$ cat config.mk
export PLATFORM = sky130hd
export DESIGN_NAME = regfile_wb_scheduler
export DESIGN_NICKNAME = d
export VERILOG_FILES = /design/src/rtl/regfile_wb_scheduler.sv
export SDC_FILE = /design/constraint.sdc
export NUM_CORES = 1
export LEC_CHECK = 0
export ABC_AREA = 1
export BUFFER_PORTS_ARGS = -buffer_cell sky130_fd_sc_hd__clkbuf_2
export CAP_MARGIN = 20
export CORE_MARGIN = 5
export CORE_UTILIZATION = 40
export DETAILED_ROUTE_END_ITERATION = 6
export SYNTH_ARGS = -nofsm -noshare
export SYNTH_HDL_FRONTEND = slang
export SYNTH_SLANG_ARGS = --single-unit
$ cat constraint.sdc
create_clock -name clk_i -period 2.8 [get_ports clk_i]
set_input_delay 0.56 -clock clk_i [delete_from_list [all_inputs] [get_ports clk_i]]
set_output_delay 0.56 -clock clk_i [all_outputs]
set_load 0.01 [all_outputs]
$ cat src/rtl/regfile_wb_scheduler.sv
// Write-port arbiter for the 32x32 register file: merges in-order core writeback with
// late multi-cycle results, keeps a busy scoreboard and raises the decode stall.
module regfile_wb_scheduler #(
  parameter int unsigned BUF_DEPTH  = 2,
  parameter int unsigned STARVE_MAX = 4
) (
  input  logic        clk_i,
  input  logic        rst_ni,
  input  logic        core_wren_i,
  input  logic [4:0]  core_addr_i,
  input  logic [31:0] core_data_i,
  input  logic        mc_issue_i,
  input  logic [4:0]  mc_issue_addr_i,
  input  logic        mc_valid_i,
  input  logic [4:0]  mc_addr_i,
  input  logic [31:0] mc_data_i,
  output logic        mc_ready_o,
  input  logic [4:0]  dec_rs1_addr_i,
  input  logic [4:0]  dec_rs2_addr_i,
  input  logic [4:0]  dec_rd_addr_i,
  input  logic        dec_rd_en_i,
  output logic        stall_o,
  output logic        rd_wren_o,
  output logic [4:0]  rd_addr_o,
  output logic [31:0] rd_data_o,
  output logic [31:0] busy_o,
  output logic        err_o
);

  localparam int unsigned DATA_W = 32;
  localparam int unsigned ADDR_W = 5;
  localparam int unsigned PTR_W  = $clog2(BUF_DEPTH);
  localparam int unsigned CNT_W  = $clog2(BUF_DEPTH + 1);
  localparam int unsigned STV_W  = $clog2(STARVE_MAX + 1);

  // Result storage carries no reset; validity is tracked by the count alone.
  logic [ADDR_W-1:0] buf_addr_q [BUF_DEPTH];
  logic [DATA_W-1:0] buf_data_q [BUF_DEPTH];

  logic [PTR_W-1:0]  wr_ptr_q, wr_ptr_d;
  logic [PTR_W-1:0]  rd_ptr_q, rd_ptr_d;
  logic [CNT_W-1:0]  cnt_q, cnt_d;
  logic [STV_W-1:0]  starve_q, starve_d;
  logic [31:0]       busy_q, busy_d;
  logic              err_q, err_d;

  logic              empty, full, push, pop;
  logic              core_act, forced;
  logic [ADDR_W-1:0] head_addr;
  logic [DATA_W-1:0] head_data;
  logic [31:0]       clr_vec, set_vec, busy_keep;
  logic              hazard;

  assign empty     = (cnt_q == '0);
  assign full      = (cnt_q == CNT_W'(BUF_DEPTH));
  assign push      = mc_valid_i & ~full;
  assign head_addr = buf_addr_q[rd_ptr_q];
  assign head_data = buf_data_q[rd_ptr_q];

  // Core writes to x0 are treated as idle so they never hold off the buffer.
  assign core_act  = core_wren_i & (core_addr_i != '0);
  assign forced    = ~empty & (starve_q == STV_W'(STARVE_MAX));
  assign pop       = ~empty & (forced | ~core_act);

  always_comb begin
    rd_wren_o = 1'b0;
    rd_addr_o = core_addr_i;
    rd_data_o = core_data_i;
    if (pop) begin
      rd_wren_o = (head_addr != '0);
      rd_addr_o = head_addr;
      rd_data_o = head_data;
    end else if (core_act) begin
      rd_wren_o = 1'b1;
    end
  end

  always_comb begin
    wr_ptr_d = push ? wr_ptr_q + PTR_W'(1) : wr_ptr_q;
    rd_ptr_d = pop  ? rd_ptr_q + PTR_W'(1) : rd_ptr_q;
    cnt_d    = cnt_q;
    if (push && !pop) begin
      cnt_d = cnt_q + CNT_W'(1);
    end else if (!push && pop) begin
      cnt_d = cnt_q - CNT_W'(1);
    end
  end

  always_comb begin
    starve_d = starve_q;
    if (pop) begin
      starve_d = '0;
    end else if (core_act && !empty && (starve_q != STV_W'(STARVE_MAX))) begin
      starve_d = starve_q + STV_W'(1);
    end
  end

  // A register being committed this cycle may legally be reissued: set wins, no error.
  always_comb begin
    clr_vec   = pop        ? (32'(1) << head_addr)       : '0;
    set_vec   = mc_issue_i ? (32'(1) << mc_issue_addr_i) : '0;
    busy_keep = busy_q & ~clr_vec;
    busy_d    = (busy_keep | set_vec) & ~32'(1);
    err_d     = err_q;
    if (mc_issue_i && busy_keep[mc_issue_addr_i]) begin
      err_d = 1'b1;
    end
    if (mc_valid_i && !busy_q[mc_addr_i]) begin
      err_d = 1'b1;
    end
  end

  assign hazard = busy_q[dec_rs1_addr_i] | busy_q[dec_rs2_addr_i] |
                  (dec_rd_en_i & busy_q[dec_rd_addr_i]);

  assign stall_o    = forced | hazard;
  assign mc_ready_o = ~full;
  assign busy_o     = busy_q;
  assign err_o      = err_q;

  always_ff @(posedge clk_i or negedge rst_ni) begin
    if (!rst_ni) begin
      wr_ptr_q <= '0;
      rd_ptr_q <= '0;
      cnt_q    <= '0;
      starve_q <= '0;
      busy_q   <= '0;
      err_q    <= 1'b0;
    end else begin
      wr_ptr_q <= wr_ptr_d;
      rd_ptr_q <= rd_ptr_d;
      cnt_q    <= cnt_d;
      starve_q <= starve_d;
      busy_q   <= busy_d;
      err_q    <= err_d;
    end
  end

  always_ff @(posedge clk_i) begin
    if (push) begin
      buf_addr_q[wr_ptr_q] <= mc_addr_i;
      buf_data_q[wr_ptr_q] <= mc_data_i;
    end
  end

endmodule

==> flow_metrics.py, run 1 <==
metrics = {
    "cells_and_area": {
        "final_layout_size_suffix_gt1_share_pct": 25.6,
        "nNetsFinal": 1080,
        "area_delta_synth_final_pct": 28.6,
        "antenna_cells": 0,
        "nFillCells": 1537,
    },
    "global_routing": {
        "met2_usage_pct": 35.6,
        "grt.overflow.total": 0,
        "antenna_found_initial": 0,
        "first_global_vias": 5858,
        "grtUsageMet1_pct": 30.6,
        "grt_max_degree": 40,
        "track_usage_pct": 22.7,
        "grt_pass1_wl_mm": 32.2,
        "grt_busiest_layer": "met2",
        "grtUsageMet3_pct": 5.11,
    },
    "timing": {
        "setup_viol": 0,
        "relSlewSlack_pct": 61.0,
        "clock_skew_ns": 0.0111,
        "tightestPinTransition_ns": 0.584,
        "tns_ns": 0,
        "finalCriticalPeriod_ns": 2.65,
        "fin_ws_ns": 0.150,
        "hold_violations": 0,
        "slew_violations": 0,
        "max_freq_mhz": 377,
        "fin_crit_sh_pct": 94.6,
    },
    "clock_tree": {
        "clock_tree.buffer_depth": 2,
        "clk_latency_ns": 0.42,
        "cts_root_buffer": "clkbuf_16",
        "cts.clk_slew.worst_paths_ns": 0.06,
        "cts_htree_levels": 4,
        "cts_sinks": 113,
        "cts_tree": "yes",
        "cts_buffers": 17,
    },
    "worst_setup_path": {
        "worstPathMaxFanout": 20,
        "crit_required_ns": 2.24,
        "endpoint_kind": "primary output",
        "startpoint": "starve_q[0]$_DFFE_PN0P_",
        "setup.worst_path.start_class": "flop",
        "worstSetupPathType": "reg -> out",
        "worstPathArrival_ns": 2.09,
        "reg2reg_from": "starve_q[0]$_DFFE_PN0P_",
    },
    "floorplan": {
        "die_area_mm2": 0.0187,
        "core_mm2": 0.0158,
        "row_count": 46,
        "die_w_um": 137,
        "die_h_um": 137,
        "start_util_pct": 40.7,
        "ioPinCount": 173,
    },
    "route": {
        "final_antenna_net_count": 0,
        "routedWlPerCell_um": 17.8,
        "drt_iter0_markers": 651,
        "avgViaCountPerCell": 5.29,
        "drcViolationCount": 0,
        "vias": 6377,
        "firstDrtPassIters": 6,
        "routed_wl_mm": 21.4,
    },
    "synth": {
        "synth_top_family_by_area": "simple AND/OR/NAND/NOR gates",
        "synth_cells": 797,
        "netlist.area_leader.share_pct": 34.5,
        "synthesis.nets": 900,
        "synth-seq-cells": 113,
        "ys_types": 35,
        "synthMuxAreaShare_pct": 0,
        "synth_adder_area_share_pct": 0.583,
        "synth_area_leaders": "edfxtp_1, dfrtp_1, nand2_1",
        "avgSynthCellArea_um2": 8.08,
        "synth_xor_area_share_pct": 0.544,
        "ys_seq_area_share_pct": 49.7,
        "yosys.area_share.simple_pct": 21.9,
        "synth_compound_area_share_pct": 20.6,
        "yosysWarnings": 0,
        "yosysTopAreaCell": "edfxtp_1",
        "synth.cell_area_mm2": 0.00644,
    },
    "run_status": {
        "status": "finished clean",
    },
    "power": {
        "leakage_nw": 3.65,
        "p_per_area_mw_per_mm2": 1060,
        "max-vdd-ir-drop_mv": 0.539,
    },
    "run": {
        "max-cap-violations": 0,
    },
    "place": {
        "gp_congestion": 0.991,
        "place_worst_setup_slack_ns": 0.293,
        "port_buffers": 171,
        "hpwl_mm": 15.6,
    },
    "min_path": {
        "hp-class": "in -> async",
    },
}
metrics by stage:
stage | hold slack [ns] | util, % | area [µm²] | cells | total power (W)
2_1_floorplan | 0.264 | - | 6440 | 797 | 0.00490
5_1_grt | 0.244 | 52.3 | 8280 | 1205 | 0.00932
3_3_place_gp | 0.502 | 47.9 | 7590 | 1165 | 0.00651
3_5_place_dp | 0.508 | 47.9 | 7590 | 1165 | 0.00652
6_report | 0.190 | 52.3 | 8280 | 1205 | 0.00876
4_1_cts | 0.208 | 51.7 | 8180 | 1197 | 0.00866
layer usage:
layer | share of wire, % | wire length (µm)
met4 | 2.6 | 560
met1 | 42 | 9060
met5 | 0 | 0
met2 | 47 | 10000
met3 | 8.3 | 1770
Yosys cell counts, drive strengths merged:
cell / n
nor2: 87
a21oi: 70
a41o: 1
clkinv: 2
ha: 3
edfxtp: 74
clkbuf: 24
xor2: 2
a31oi: 33
buf: 16
o21ai: 116
nand3: 63
conb: 1
inv: 63
a21boi: 2
nand3b: 3
dfrtp: 39
nand2: 165
xnor2: 2
nand4: 10
nor3: 3
o211ai: 9
o21bai: 9
cell type report:
cell class / count / area (µm²) / area share, %
Clock buffer: 17 / 425 / 5.14
Timing Repair Buffer: 201 / 1140 / 13.8
Clock inverter: 14 / 154 / 1.86
Inverter: 65 / 256 / 3.10
Tap cell: 216 / 270 / 3.26
Multi-Input combinational cell: 579 / 2830 / 34.2
Sequential cell: 113 / 3200 / 38.6
placed cells by master, fill, tap and decap left out, types with 18 or more instances in the layout:
cell type,synthesis,layout
inv_1,62,60
o21ai_0,100,100
clkbuf_2,0,168
buf_4,4,25
nand3_1,63,63
nor2_1,78,76
edfxtp_1,74,74
a31oi_1,33,33
dfrtp_1,39,38
clkbuf_16,0,18
a21oi_1,70,70
nand2_1,162,162
where the power goes:
group	internal (W)	switching (W)
registers	0.00234	0.000521
clock network	0.00131	0.000793
logic	0.00134	0.00245
worst paths after layout:
path,slack (ns),cells after the start,end
hold reg to reg,0.52,1,cnt_q[0]$_DFFE_PN0P_
setup / recovery,0.15,12,rd_data_o[31]
setup reg to reg,0.49,17,err_o$_DFFE_PN0P_
max in group asynchronous,2.22,2,rd_ptr_q$_DFFE_PN0P_
hold / removal,0.19,2,busy_o[5]$_DFF_PN0_
min in group clk_i,0.33,1,buf_data_q[0][26]$_DFFE_PP_
cells by family after synthesis:
group                      count (synthesis)
and+or+nand+nor                          331
AOI/OAI and AO/OA                        240
DFF                                      113
buffers and inverters                    105
xor gates and xnor gates                   4
adders and majority gates                  3
other                                      1
sequential cells by signal, indices dropped and copies added, names as in the netlist:
register and flops:
buf_data_q 64, busy_o 31, buf_addr_q 10, starve_q 3, cnt_q 2, err_o 1
rd_ptr_q 1, wr_ptr_q 1
repair_timing:
action,in CTS,in global routing
endpoints found under the setup margin,4,27
buffers inserted,1,7
hold buffers,0,0
pin swaps,1,1
resized for setup,2,11
gates cloned,0,1
critical path, cell delays in order, from the launching register on:
cell      delay, ns
dfrtp_1        0.39
inv_2          0.07
ha_1           0.14
nand2_1        0.06
nor2_2         0.12
nor2_1         0.05
nand2_1        0.11
nand2_4        0.10
clkinv_8       0.09
buf_12         0.15
nor2_1         0.04
a31oi_1        0.19
buf_2          0.17
Note: power is estimated with default switching activity, not from simulation.
==> inputs of run 2 (changes only) <==
--- a/config.mk
+++ b/config.mk
@@ -8,9 +8,11 @@
 export ABC_AREA = 1
 export BUFFER_PORTS_ARGS = -buffer_cell sky130_fd_sc_hd__clkbuf_2
 export CAP_MARGIN = 20
+export CORE_ASPECT_RATIO = 0.9
 export CORE_MARGIN = 5
 export CORE_UTILIZATION = 40
 export DETAILED_ROUTE_END_ITERATION = 6
+export REMOVE_ABC_BUFFERS = 1
 export SYNTH_ARGS = -nofsm -noshare
 export SYNTH_HDL_FRONTEND = slang
 export SYNTH_SLANG_ARGS = --single-unit
==> run 2 against run 1 <==
- combinational power is 3% higher
- highest routed layer unchanged
- fmax is 2.9% lower
- largest power group unchanged
- worst hold slack improved by 0.14 ns
==> flow_metrics.py, run 2 (synthesis results as in run 1) <==
metrics = {
    "cells_and_area": {
        "antenna_cells": 0,
        "layout_commonest_cell": "clkbuf_2",
        "nNetsFinal": 1079,
        "largest_register_ffs": 64,
        "area_delta_synth_final_pct": 30.2,
        "regMostFlops": "buf_data_q",
        "final_layout_size_suffix_gt1_share_pct": 27.1,
        "layout_common_cells": "clkbuf_2, nand2_1, o21ai_0",
    },
    "route": {
        "drt_iter0_markers": 813,
        "firstDrtPassIters": 6,
        "drcViolationCount": 0,
        "vias": 6547,
        "final_antenna_net_count": 0,
        "m1WireLength_mm": 9.66,
        "avgViaCountPerCell": 5.47,
        "routed_wl_mm": 22.1,
        "top_layer": "met4",
        "dr_wl_met3_mm": 2.20,
        "wl_met2_mm": 9.68,
        "routedWlPerCell_um": 18.5,
    },
    "timing": {
        "hold_violations": 0,
        "finalCriticalPeriod_ns": 2.73,
        "hold_ws_ns": 0.332,
        "relSlewSlack_pct": 60.3,
        "fin_ws_ns": 0.0717,
        "max_freq_mhz": 367,
        "slew_violations": 0,
        "fin_crit_sh_pct": 97.4,
        "clock_skew_ns": 0.0119,
        "tightestPinTransition_ns": 0.594,
        "setup_viol": 0,
    },
    "power": {
        "p_per_area_mw_per_mm2": 1060,
        "p_sw_w": 0.00392,
        "seqPwrFrac_pct": 33.0,
        "leakage_nw": 3.66,
        "switching_share_pct": 44.3,
        "comb_power_share_pct": 43.9,
        "pwr-share-clk_pct": 23.2,
        "p_int_w": 0.00493,
        "finalPower_w": 0.00885,
        "max-vdd-ir-drop_mv": 0.610,
    },
    "global_routing": {
        "first_global_vias": 5756,
        "track_usage_pct": 22.5,
        "grt.overflow.total": 0,
        "grt_max_degree": 43,
        "antenna_found_initial": 0,
        "grt_pass1_wl_mm": 32.1,
    },
    "worst_setup_path": {
        "worstPathMaxFanout": 10,
        "crit_required_ns": 2.24,
        "setup.worst_path.start_class": "input pin",
        "worstPathArrival_ns": 2.17,
        "worstSetupPathType": "in -> out",
        "endpoint_kind": "primary output",
    },
    "place": {
        "port_buffers": 171,
        "hpwl_mm": 14.7,
        "gp_congestion": 0.969,
        "place_worst_setup_slack_ns": 0.188,
    },
    "clock_tree": {
        "clock_tree.buffer_depth": 2,
        "cts.clk_slew.worst_paths_ns": 0.06,
        "cts_sinks": 113,
        "cts_root_buffer": "clkbuf_16",
        "clk_latency_ns": 0.42,
        "cts_buffers": 17,
        "cts_htree_levels": 4,
        "cts_tree": "yes",
    },
    "floorplan": {
        "ioPinCount": 173,
        "die_w_um": 144,
        "row_count": 44,
        "die_area_mm2": 0.0187,
        "core_mm2": 0.0160,
        "start_util_pct": 40.3,
        "die_h_um": 130,
    },
    "run_status": {
        "status": "finished clean",
    },
    "run": {
        "max-cap-violations": 0,
    },
    "min_path": {
        "hp-class": "in -> reg",
    },
}
## run 2: power groups by stage
| stage | clock network [W] | logic, W | registers (W) |
|---|---|---|---|
| floorplan | 0 | 0.00195 | 0.00282 |
| global placement | 0 | 0.00351 | 0.00292 |
| detailed placement | 0 | 0.00351 | 0.00291 |
| CTS | 0.00209 | 0.00361 | 0.00288 |
| global route | 0.00216 | 0.00427 | 0.00295 |
| finish | 0.00205 | 0.00389 | 0.00292 |
## run 2: through the flow
stage / TNS [ns] / util (%) / std cells / instance area, µm²
3_3_place_gp: 0 / 47.1 / 1151 / 7510
6_report: 0 / 52.5 / 1196 / 8380
5_1_grt: -0.0388 / 52.5 / 1196 / 8380
2_1_floorplan: -8.30 / - / 757 / 6250
3_5_place_dp: 0 / 47.1 / 1151 / 7510
4_1_cts: 0 / 50.8 / 1184 / 8110
## run 2: timing repair
| action | CTS | global route |
|---|---|---|
| setup buffers | 0 | 6 |
| setup endpoints to repair | 6 | 35 |
| hold buffers | 0 | 1 |
| cloned | 1 | 4 |
| pin swaps | 0 | 3 |
| resized for setup | 2 | 33 |
| hold endpoints to repair | 0 | 5 |
## run 2: metal layers
layer | track usage (%) | vias up
li1 | - | 3136
met1 | 32.4 | 2989
met2 | 32.8 | 371
met3 | 5.79 | 51
met4 | 8.36 | 0
met5 | 0 | -
## run 2: worst paths after layout
| path | slack (ns) | startpoint | end | cells past startpoint |
|---|---|---|---|---|
| max | 0.07 | dec_rd_addr_i[0] | stall_o | 11 |
| min in group asynchronous | 0.52 | rst_ni | busy_o[3]$_DFF_PN0_ | 2 |
| max in group asynchronous | 1.85 | rst_ni | busy_o[26]$_DFF_PN0_ | 3 |
| min reg2reg | 0.52 | cnt_q[0]$_DFFE_PN0P_ | cnt_q[0]$_DFFE_PN0P_ | 1 |
| max reg2reg | 0.48 | starve_q[0]$_DFFE_PN0P_ | err_o$_DFFE_PN0P_ | 17 |
| min | 0.33 | mc_data_i[25] | buf_data_q[0][25]$_DFFE_PP_ | 1 |
## run 2: critical path, cell delays in order
cell	delay, ns
clkbuf_2	0.16
clkinvlp_4	0.14
dlymetal6s2s_1	0.19
o21ai_0	0.10
a21oi_1	0.16
a21oi_1	0.06
o21ai_0	0.15
o21ai_0	0.12
o211ai_1	0.28
nand3b_1	0.11
clkbuf_2	0.14
## run 2: cell type report
cell class	instances	area (µm²)
fillers	1565	7580
flip-flops and latches	113	3200
multi-input cells	579	2920
repair buffers	200	1190
clock buffers	18	429
inverters	65	260
well taps	207	259
clock inverters	14	128
==> inputs of run 3 (changes only) <==
--- a/config.mk
+++ b/config.mk
@@ -12,6 +12,7 @@
 export CORE_MARGIN = 5
 export CORE_UTILIZATION = 40
 export DETAILED_ROUTE_END_ITERATION = 6
+export PLACE_DENSITY = 0.66
 export REMOVE_ABC_BUFFERS = 1
 export SYNTH_ARGS = -nofsm -noshare
 export SYNTH_HDL_FRONTEND = slang
==> run 3 against run 2 <==
- utilization is 0.16 points higher
- first-iteration DRC count fell by 14%
- via count is 1.1% lower
- critical endpoint is now rd_data_o[9]
- largest cell class unchanged
==> flow_metrics.py, run 3 (synthesis results as in run 1) <==
metrics = {
    "cells_and_area": {
        "largest_register_ffs": 64,
        "nNetsFinal": 1077,
        "instances_no_fill": 1194,
        "final_layout_size_suffix_gt1_share_pct": 26.7,
        "post-route-util_pct": 52.7,
        "layout_common_cells": "nand2_1, clkbuf_2, o21ai_0",
        "area_delta_synth_final_pct": 30.6,
        "antenna_cells": 0,
        "layout_commonest_cell": "nand2_1",
        "regMostFlops": "buf_data_q",
    },
    "route": {
        "top_layer": "met4",
        "vias": 6478,
        "wl_met2_mm": 10.0,
        "m1WireLength_mm": 8.67,
        "drcViolationCount": 0,
        "drt_iter0_markers": 697,
        "routedWlPerCell_um": 17.9,
        "firstDrtPassIters": 6,
        "avgViaCountPerCell": 5.43,
        "final_antenna_net_count": 0,
        "routed_wl_mm": 21.4,
        "dr_wl_met3_mm": 2.12,
    },
    "worst_setup_path": {
        "reg2regPathDepth": 17,
        "path_delay_family": "simple AND/OR/NAND/NOR gates",
        "crit_required_ns": 2.24,
        "slowest_delay_ns": 0.36,
        "path_cells": "inv_2 > ha_4 > nand2_2 > nor2_2 > nor2_1 > nand2_1 > nand2_2 > clkinv_4 > buf_12 > nor2_1 > a31oi_4 > buf_6",
        "worstPathMaxFanout": 16,
        "worstSetupPathType": "reg -> out",
        "reg2reg_from": "starve_q[0]$_DFFE_PN0P_",
        "crit_slowest_cell": "dfrtp_1",
        "endpoint_kind": "primary output",
        "reg2reg_slack_ns": 0.45,
        "setup.worst_path.start_class": "flop",
        "crit_buf_inv": 4,
        "r2r-end": "err_o$_DFFE_PN0P_",
        "worstPathArrival_ns": 2.18,
    },
    "place": {
        "hpwl_mm": 14.8,
        "gp_congestion": 0.957,
        "dp.cells": 1152,
        "port_buffers": 171,
    },
    "global_routing": {
        "first_global_vias": 5816,
        "track_usage_pct": 22.4,
        "grt_max_degree": 40,
        "antenna_found_initial": 0,
        "grt_pass1_wl_mm": 31.8,
        "grt.overflow.total": 0,
    },
    "clock_tree": {
        "cts_buffers": 17,
        "cts_htree_levels": 4,
        "cts_root_buffer": "clkbuf_16",
        "clock_tree.buffer_depth": 2,
        "cts.clk_slew.worst_paths_ns": 0.05,
        "cts_tree": "yes",
        "clk_latency_ns": 0.42,
        "cts_sinks": 113,
    },
    "run_status": {
        "status": "finished clean",
    },
    "run": {
        "max-cap-violations": 0,
    },
    "timing": {
        "hold_violations": 0,
        "fin_crit_sh_pct": 97.9,
        "relSlewSlack_pct": 61.8,
        "setup_viol": 0,
        "tightestPinTransition_ns": 0.572,
        "slew_violations": 0,
        "max_freq_mhz": 365,
        "tns_ns": 0,
        "finalCriticalPeriod_ns": 2.74,
        "clock_skew_ns": 0.00774,
    },
    "floorplan": {
        "core_mm2": 0.0160,
        "die_area_mm2": 0.0187,
        "die_h_um": 130,
        "row_count": 44,
        "ioPinCount": 173,
        "start_util_pct": 40.3,
        "die_w_um": 144,
    },
    "power": {
        "p_per_area_mw_per_mm2": 1050,
        "leakage_nw": 3.64,
        "max-vdd-ir-drop_mv": 0.529,
    },
    "min_path": {
        "hp-class": "in -> async",
    },
}
## run 3: changes by cell type in the layout (fill, tap and decap cells not counted), sizes merged
cell / delta
buf: +9
clkbuf: -9
clkinv: +5
inv: -4
bufinv: -1
dlygate4sd3: -1
dlymetal6s2s: -1
## run 3: power by group
part	leakage [nW]	switching, W	internal [W]	total [W]
registers	1.15	0.000587	0.00234	0.00293
logic	2.25	0.00255	0.00144	0.00400
clock network	0.248	0.000771	0.00112	0.00189
total	3.64	0.00391	0.00490	0.00881
## run 3: stage by stage
step | area [µm²] | hold slack (ns) | total power [W] | setup slack [ns]
after detailed placement | 7550 | 0.519 | 0.00647 | 0.261
after floorplan | 6250 | 0.264 | 0.00477 | -0.251
final | 8410 | 0.0561 | 0.00881 | 0.0584
after global placement | 7550 | 0.503 | 0.00647 | 0.277
after global routing | 8410 | 0.0828 | 0.00936 | -0.0729
after CTS | 8120 | 0.317 | 0.00845 | 0.00645
## run 3: worst max-delay path by stage
stage	to	startpoint	slack, ns	cells after the start
after floorplan	rd_data_o[0]	starve_q[0]$_DFFE_PN0P_	-0.25	10
after global placement	stall_o	dec_rs2_addr_i[0]	0.28	10
after detailed placement	stall_o	dec_rs2_addr_i[0]	0.26	10
after CTS	rd_addr_o[4]	starve_q[0]$_DFFE_PN0P_	0.006	11
after global routing	rd_data_o[9]	starve_q[0]$_DFFE_PN0P_	-0.07	12
final	rd_data_o[9]	starve_q[0]$_DFFE_PN0P_	0.06	12
## run 3: final cells by class
cell class                 instances  area (µm²)
fill                            1513        7560
sequential                       113        3200
multi-input combinational        579        3000
timing repair buffer             198        1180
clock buffer                      18         429
tap                              207         259
inverter                          65         249
clock inverter                    14        93.8
## run 3: layer usage
| metal | track usage, % | vias up |
|---|---|---|
| met4 | 8.31 | 0 |
| met1 | 30.0 | 2986 |
| met5 | 0 | - |
| li1 | - | 3123 |
| met3 | 7.44 | 51 |
| met2 | 34.1 | 318 |
## run 3: timing repair
action                     in CTS  in global routing
setup endpoints to repair      29                 35
gates cloned                    1                  1
gates resized for setup         3                 44
pin swaps                       1                  7
setup buffers                   1                  7
hold buffers                    0                  0
